**config.mk**
```make
export PLATFORM = sky130hd
export DESIGN_NAME = alu_share_arbiter
export DESIGN_NICKNAME = d
export VERILOG_FILES = /design/src/rtl/alu_share_arbiter.sv
export SDC_FILE = /design/constraint.sdc
export NUM_CORES = 1
export LEC_CHECK = 0
export BUFFER_PORTS_ARGS = -buffer_cell sky130_fd_sc_hd__clkbuf_2
export CORE_ASPECT_RATIO = 0.7
export CORE_MARGIN = 1
export CORE_UTILIZATION = 46
export DETAILED_ROUTE_END_ITERATION = 8
export PLACE_DENSITY = 0.83
export SLEW_MARGIN = 0
export SYNTH_ARGS = -nofsm -noshare
export SYNTH_HDL_FRONTEND = slang
export SYNTH_SLANG_ARGS = --single-unit
```
**constraint.sdc**
```tcl
create_clock -name CLK -period 1.82 [get_ports CLK]
set_input_delay 0.182 -clock CLK [delete_from_list [all_inputs] [get_ports CLK]]
set_output_delay 0.182 -clock CLK [all_outputs]
set_load 0.02 [all_outputs]
```
**src/rtl/alu_share_arbiter.sv**
```systemverilog
// Round-robin time-share of one external ALU between two requesters.
// The winner's operands are latched at grant, held for EXEC_CYCLES, then the result returns with a done pulse.
module alu_share_arbiter #(
    parameter int DATA_W      = 32,
    parameter int EXEC_CYCLES = 1
) (
    input  logic              CLK,
    input  logic              RST,
    input  logic              req0,
    input  logic              req1,
    input  logic [3:0]        aluop0,
    input  logic [3:0]        aluop1,
    input  logic [DATA_W-1:0] porta0,
    input  logic [DATA_W-1:0] porta1,
    input  logic [DATA_W-1:0] portb0,
    input  logic [DATA_W-1:0] portb1,
    output logic              done0,
    output logic              done1,
    output logic [DATA_W-1:0] out0,
    output logic [DATA_W-1:0] out1,
    output logic [2:0]        flags0,
    output logic [2:0]        flags1,
    output logic              busy,
    output logic [3:0]        alu_aluop,
    output logic [DATA_W-1:0] alu_porta,
    output logic [DATA_W-1:0] alu_portb,
    input  logic [DATA_W-1:0] alu_out,
    input  logic              alu_zero,
    input  logic              alu_negative,
    input  logic              alu_overflow
);

    localparam int CNT_W = (EXEC_CYCLES > 1) ? $clog2(EXEC_CYCLES) : 1;
    localparam logic [CNT_W-1:0] CNT_LOAD = CNT_W'(EXEC_CYCLES - 1);

    typedef enum logic [1:0] {
        IDLE = 2'd0,
        EXEC = 2'd1,
        RESP = 2'd2
    } state_t;

    state_t             state_q, state_d;
    logic               rr_q, rr_d;
    logic               gnt_q, gnt_d;
    logic [CNT_W-1:0]   cnt_q, cnt_d;
    logic [3:0]         aluop_q, aluop_d;
    logic [DATA_W-1:0]  porta_q, porta_d;
    logic [DATA_W-1:0]  portb_q, portb_d;
    logic               capture;
    logic               win;

    logic [DATA_W-1:0]  out_q   [2];
    logic [DATA_W-1:0]  out_d   [2];
    logic [2:0]         flags_q [2];
    logic [2:0]         flags_d [2];
    logic               done_vec [2];

    // Contention goes to the rr pointer; otherwise whoever is asking.
    assign win = (req0 && req1) ? rr_q : req1;

    always_comb begin
        state_d = state_q;
        rr_d    = rr_q;
        gnt_d   = gnt_q;
        cnt_d   = cnt_q;
        aluop_d = aluop_q;
        porta_d = porta_q;
        portb_d = portb_q;
        capture = 1'b0;
        case (state_q)
            IDLE: begin
                if (req0 || req1) begin
                    gnt_d   = win;
                    aluop_d = win ? aluop1 : aluop0;
                    porta_d = win ? porta1 : porta0;
                    portb_d = win ? portb1 : portb0;
                    cnt_d   = CNT_LOAD;
                    state_d = EXEC;
                end
            end
            EXEC: begin
                if (cnt_q != '0) begin
                    cnt_d = cnt_q - 1'b1;
                end else begin
                    capture = 1'b1;
                    state_d = RESP;
                end
            end
            RESP: begin
                rr_d    = ~gnt_q;
                state_d = IDLE;
            end
            default: state_d = IDLE;
        endcase
    end

    always_ff @(posedge CLK) begin
        if (RST) begin
            state_q <= IDLE;
            rr_q    <= 1'b0;
            gnt_q   <= 1'b0;
            cnt_q   <= '0;
            aluop_q <= 4'b0000;
            porta_q <= '0;
            portb_q <= '0;
        end else begin
            state_q <= state_d;
            rr_q    <= rr_d;
            gnt_q   <= gnt_d;
            cnt_q   <= cnt_d;
            aluop_q <= aluop_d;
            porta_q <= porta_d;
            portb_q <= portb_d;
        end
    end

    // Per-requester result registers: only the granted side ever updates.
    for (genvar gi = 0; gi < 2; gi++) begin : g_req
        always_comb begin
            out_d[gi]   = out_q[gi];
            flags_d[gi] = flags_q[gi];
            if (capture && (gnt_q == 1'(gi))) begin
                out_d[gi]   = alu_out;
                flags_d[gi] = {alu_overflow, alu_negative, alu_zero};
            end
        end

        always_ff @(posedge CLK) begin
            if (RST) begin
                out_q[gi]   <= '0;
                flags_q[gi] <= 3'b000;
            end else begin
                out_q[gi]   <= out_d[gi];
                flags_q[gi] <= flags_d[gi];
            end
        end

        assign done_vec[gi] = (state_q == RESP) && (gnt_q == 1'(gi));
    end

    assign done0     = done_vec[0];
    assign done1     = done_vec[1];
    assign out0      = out_q[0];
    assign out1      = out_q[1];
    assign flags0    = flags_q[0];
    assign flags1    = flags_q[1];
    assign busy      = (state_q != IDLE);
    assign alu_aluop = aluop_q;
    assign alu_porta = porta_q;
    assign alu_portb = portb_q;

endmodule

```
==> run metrics, run 1 <==
Die Y approximately 99 um; Final setup viols 0; CP arrival between 1.5 and 2 ns; f_max between 0.5 and 0.6 GHz; H-Tree Depth 4; P_leak around 3.6 nW; cell count after synthesis between 700 and 800; vias in the first global route 5924; routed vias/inst 5.536; initial antenna violation count 1; min Tclk post-route 1.690 ns; Worst Skew roughly 0.012 ns; largest net degree at the start of global routing 70; YS warnings 0; overall power about 8.5 mW; GPL Wtd Cong ~0.87; Setup TNS Final 0 ns; max_slew headroom between 50% and 60%; drt first pass iters 5; critical path endpoint category output pin; worst slew pin tran roughly 0.67 ns; Mapped Area 6176 um^2; drt first-iter violations about 530; hold path cells 3; Setup WS pre-CTS 0.1393 ns; NumNets Final about 1200; post-route ant nets 0; synthesized area per cell between 8 and 9 um^2; non-filler cells, final roughly 1200; kind of critical path reg -> out; Seq/Total Area, Yosys 46.03%; area delta synth->final 37.64%; Worst setup SP type flop; # IOs approximately 320; Reg clk slew, reported paths ~0.060 ns; syn nets about 910; share of cells above drive strength 1 around 40%; HP Start alu_out[23]; final wirelength a little under 20 mm; row count 35; DPL Wire Length roughly 13 mm; CP required approximately 1.6 ns; # Post-CTS Setup Buffers 0; #FFs+latches synth approximately 140; setup slack after layout about 0.13 ns; CP Max Fanout 8; power per cell area ~1000 nW/um^2; Die ar. between 10000 and 15000 um^2; Skew-Pair Late Insertion Delay about 0.41 ns; WL/cell between 15 and 20 um; GRT Util Overall 27.97%; CTS max path bufs 2; Hold Slack roughly 0.018 ns; Die Wd between 100 and 150 um; R2R Path Start state_q[0]; R2R depth 4; end point of the worst hold path out_q[0][23]; RSZ-0062 raised after global routing no; root buffer cell clkbuf_16; PortBufs 315; cts bufs inserted 17; routed vias 6649; distinct cell type count after synthesis 29; peak supply drop between 0.0006 and 0.0007 V; Hold Path Class in -> reg; Slew Viols, Final 0; R2R setup slack around 0.32 ns; first-pass GRT wire length roughly 31 mm; R2R Path End out_q[0][4]; Starting Density between 40% and 50%; final hold violation count 0; CTS tree done; clock sinks roughly 140; post-CTS sizing 0; Remaining Overflow, GRT 0; CTS Hold Bufs 20; final period utilization between 90% and 100%; Core Region roughly 13000 um^2; DR DRC count 0; placed insts around 1100; Max Cap Violations 0; status finished clean
[metal layers]
layer	vias up	wire length, um	track usage, %
met5	-	0	0
met4	0	406	8.696
met3	37	1436	6.463
met2	330	9429	46.31
met1	3070	8464	36.39
li1	3212	-	-
[stage by stage]
stage	util, %	instance area [um^2]
floorplan	-	6176
global placement	58.93	7742
detailed placement	58.93	7742
CTS	64.69	8498
global route	64.69	8498
finish	64.70	8501
[layout by cell type (no fill, tap or decap), drive strengths merged]
| cell type | count |
|---|---|
| a21oi | 140 |
| a311oi | 68 |
| and2b | 1 |
| and3b | 1 |
| buf | 21 |
| clkbuf | 331 |
| clkinv | 4 |
| clkinvlp | 3 |
| dfxtp | 142 |
| diode | 1 |
| dlygate4sd3 | 20 |
| inv | 11 |
| nand2 | 140 |
| nand2b | 2 |
| nand3 | 69 |
| nand3b | 1 |
| nor2 | 5 |
| nor3 | 1 |
| nor3b | 3 |
| o21ai | 69 |
| or2 | 1 |
| or3b | 1 |
[state kept, by name, summed over array words and instances (netlist names)]
signal / flops
out_q: 64
alu_porta: 32
alu_portb: 32
flags_q: 6
alu_aluop: 4
state_q: 2
gnt_q: 1
rr_q: 1
[Yosys cell counts]
cell        n  area [um^2]
dfxtp_1   142         2843
nand2_1   140        525.5
a21oi_1   120        600.6
nand3_1    69        345.3
o21ai_0    61        305.3
a311oi_1   48        420.4
buf_2      38        190.2
clkbuf_1   28        105.1
a21oi_2    20        175.2
a311oi_2   20        300.3
buf_6      10        112.6
buf_4       8        60.06
o21ai_1     8        40.04
inv_2       2        7.510
nand2b_1    2        12.51
nor2_1      2        7.510
nor3b_1     2        15.01
and2b_2     1        8.760
and3b_1     1        8.760
clkbuf_2    1        5.000
inv_1       1        3.750
nand3b_1    1        7.510
nor2_2      1        6.260
nor2_4      1        11.26
nor2_8      1        20.02
nor3_1      1        5.000
nor3b_4     1        18.77
or2_1       1        6.260
or3b_1      1        8.760
[worst max-delay path by stage]
stage               startpoint             to  slack [ns]  cells past startpoint
detailed placement        req1  alu_porta[18]        0.14                      5
global route        state_q[1]          done0        0.02                      2
floorplan           state_q[1]  alu_portb[21]        0.46                      7
CTS                 state_q[1]          done0        0.11                      2
global placement          req1   alu_portb[3]        0.26                      5
finish              state_q[1]          done0        0.13                      2
[power by group]
group / internal, mW / leakage (nW) / switching [mW]
sequential: 3.35 / 1.17 / 0.155
clock: 1.80 / 0.268 / 1.47
combinational: 0.674 / 2.18 / 1.09
total: 5.83 / 3.62 / 2.72
[area by class of cell]
type	instances	area [um^2]
clock inverters	15	130.1
clock buffers	17	425.4
flip-flops and latches	142	2843
fillers	1131	4637
inverters	3	11.26
diodes	1	2.502
multi-input cells	502	2851
repair buffers	355	2029
well taps	166	207.7
[logic make-up (layout without fill, tap and decap cells)]
| kind of cell | Yosys count | count (layout) | synth area share (%) |
|---|---|---|---|
| compound gates | 277 | 277 | 29.82 |
| simple gates | 225 | 225 | 16.31 |
| buf+inv | 88 | 390 | 7.840 |
| flops | 142 | 142 | 46.03 |
| other cells | 0 | 1 | 0 |
[worst max-delay path, cell delays in order, from the launching register on]
cell and delay, ns:
dfxtp_1 0.58, nor3b_1 0.30, clkbuf_2 0.23
No activity file was read; power rests on OpenSTA's default activity.
==> inputs of run 2 (changes only) <==
Settings changed: GPL_ROUTABILITY_DRIVEN from default to 0, GPL_TIMING_DRIVEN from default to 0.
==> run metrics, run 2 (synthesis gave the netlist of run 1 again) <==
CTS tree done; root buffer cell clkbuf_16; Max Cap Violations 0; Setup TNS Final 0 ns; final hold violation count 0; Slew Viols, Final 0; critical path endpoint category output pin; status finished clean; worst slew pin tran between 0.7 and 0.8 ns; largest register by flop count out_q; Die Wd between 100 and 150 um; # Post-CTS Setup Buffers 0; max_slew headroom between 50% and 60%; setup slack after layout between 0.2 and 0.3 ns; min Tclk post-route 1.557 ns; largest net degree at the start of global routing 17; fill count ~1200; kind of critical path reg -> out; RSZ-0062 raised after global routing no; DR DRC count 0; CP arrival between 1 and 1.5 ns; routed vias/inst around 5.5; Worst Skew roughly 0.011 ns; post-CTS sizing 0; CTS max path bufs 2; Setup WS pre-CTS roughly 0.083 ns; # IOs 316; Die ar. ~14000 um^2; NumNets Final between 1000 and 1500; GRT Util Overall a little under a third; drt first-iter violations between 400 and 500; cts bufs inserted 17; most common cell after layout, fill and taps aside clkbuf_2; Remaining Overflow, GRT 0; Core Region between 10000 and 15000 um^2; CP required ~1.6 ns; initial antenna violation count 0; Final setup viols 0; Hold Path Class in -> reg; Largest delay share family, worst path buffers and inverters; peak supply drop roughly 0.0007 V; first-pass GRT wire length 32.89 mm; Starting Density between 40% and 50%; CP Max Fanout 8; PortBufs about 310; H-Tree Depth 4; max reg flops between 60 and 70; area delta synth->final 39.49%; CP Buf/Inv Count 2; Die Y about 99 um; routed vias 6925; crit path cell chain buf_4 -> nor3b_1 -> clkbuf_2; Worst setup SP type flop; drt first pass iters 5; vias in the first global route between 6000 and 7000; slowest stage cell, crit path dfxtp_1; overall power slightly below 9 mW; CTS Hold Bufs 6; Skew-Pair Late Insertion Delay slightly above 0.4 ns; power per cell area a little over 1000 nW/um^2; most frequent cells in the layout clkbuf_2 (314), dfxtp_1 (142), nand2_1 (140); share of cells above drive strength 1 between 40% and 50%; final period utilization 85.56%; WL/cell between 15 and 20 um; P_leak 3.715 nW; post-route ant nets 0; antenna diode count 0; row count 35; f_max approximately 0.64 GHz; clock sinks 142; DPL Wire Length 15.95 mm; final wirelength 21.20 mm; Reg clk slew, reported paths approximately 0.06 ns; Critical Path Max Stage Delay about 0.3 ns
[run 2: cell types whose count changed in the layout (fill, tap and decap cells not counted), sizes merged]
cell,change
buf,+35
clkbuf,+30
dlygate4sd3,-14
inv,-6
bufinv,+3
diode,-1
[run 2: power by group]
part | internal (mW) | switching, mW
Clock | 2.20 | 1.35
Combinational | 0.691 | 1.14
Sequential | 3.36 | 0.145
[run 2: routing by layer]
layer  routed length (um)  track usage (%)
met4                  560            11.20
met5                    0                0
met3                 1617            6.608
met2                 9609            47.38
met1                 9409            40.50
[run 2: worst min-delay path: stages]
cell and delay, ns:
clkbuf_2 0.09, nand2_1 0.05, a21oi_1 0.05
[run 2: per-stage QoR]
step | util [%] | cells | area (um^2) | hold WS, ns
3_3_place_gp | 60.51 | 1211 | 7950 | 0.4206
3_5_place_dp | 60.51 | 1211 | 7950 | 0.4231
4_1_cts | 65.57 | 1248 | 8615 | 0.0006931
6_report | 65.57 | 1248 | 8615 | 0.01206
2_1_floorplan | - | 732 | 6176 | 0.3180
5_1_grt | 65.57 | 1248 | 8615 | 0.008214
[run 2: final timing paths]
check | start | endpoint | slack, ns | cells after the start
setup / recovery | state_q[1] | done0 | 0.26 | 3
hold / removal | alu_out[23] | out_q[0][23] | 0.01 | 3
setup reg to reg | rr_q | alu_porta[0] | 0.27 | 5
hold reg to reg | out_q[0][31] | out_q[0][31] | 0.45 | 2
[run 2: final cells by class]
cell class / count / area, um^2 / area share [%]
inverters: 3 / 11.26 / 0.1307
multi-input cells: 502 / 2849 / 33.07
plain buffers: 85 / 473.0 / 5.490
clock inverters: 12 / 161.4 / 1.874
clock buffers: 19 / 442.9 / 5.142
flip-flops and latches: 142 / 2843 / 33.00
well taps: 166 / 207.7 / 2.411
repair buffers: 319 / 1627 / 18.88
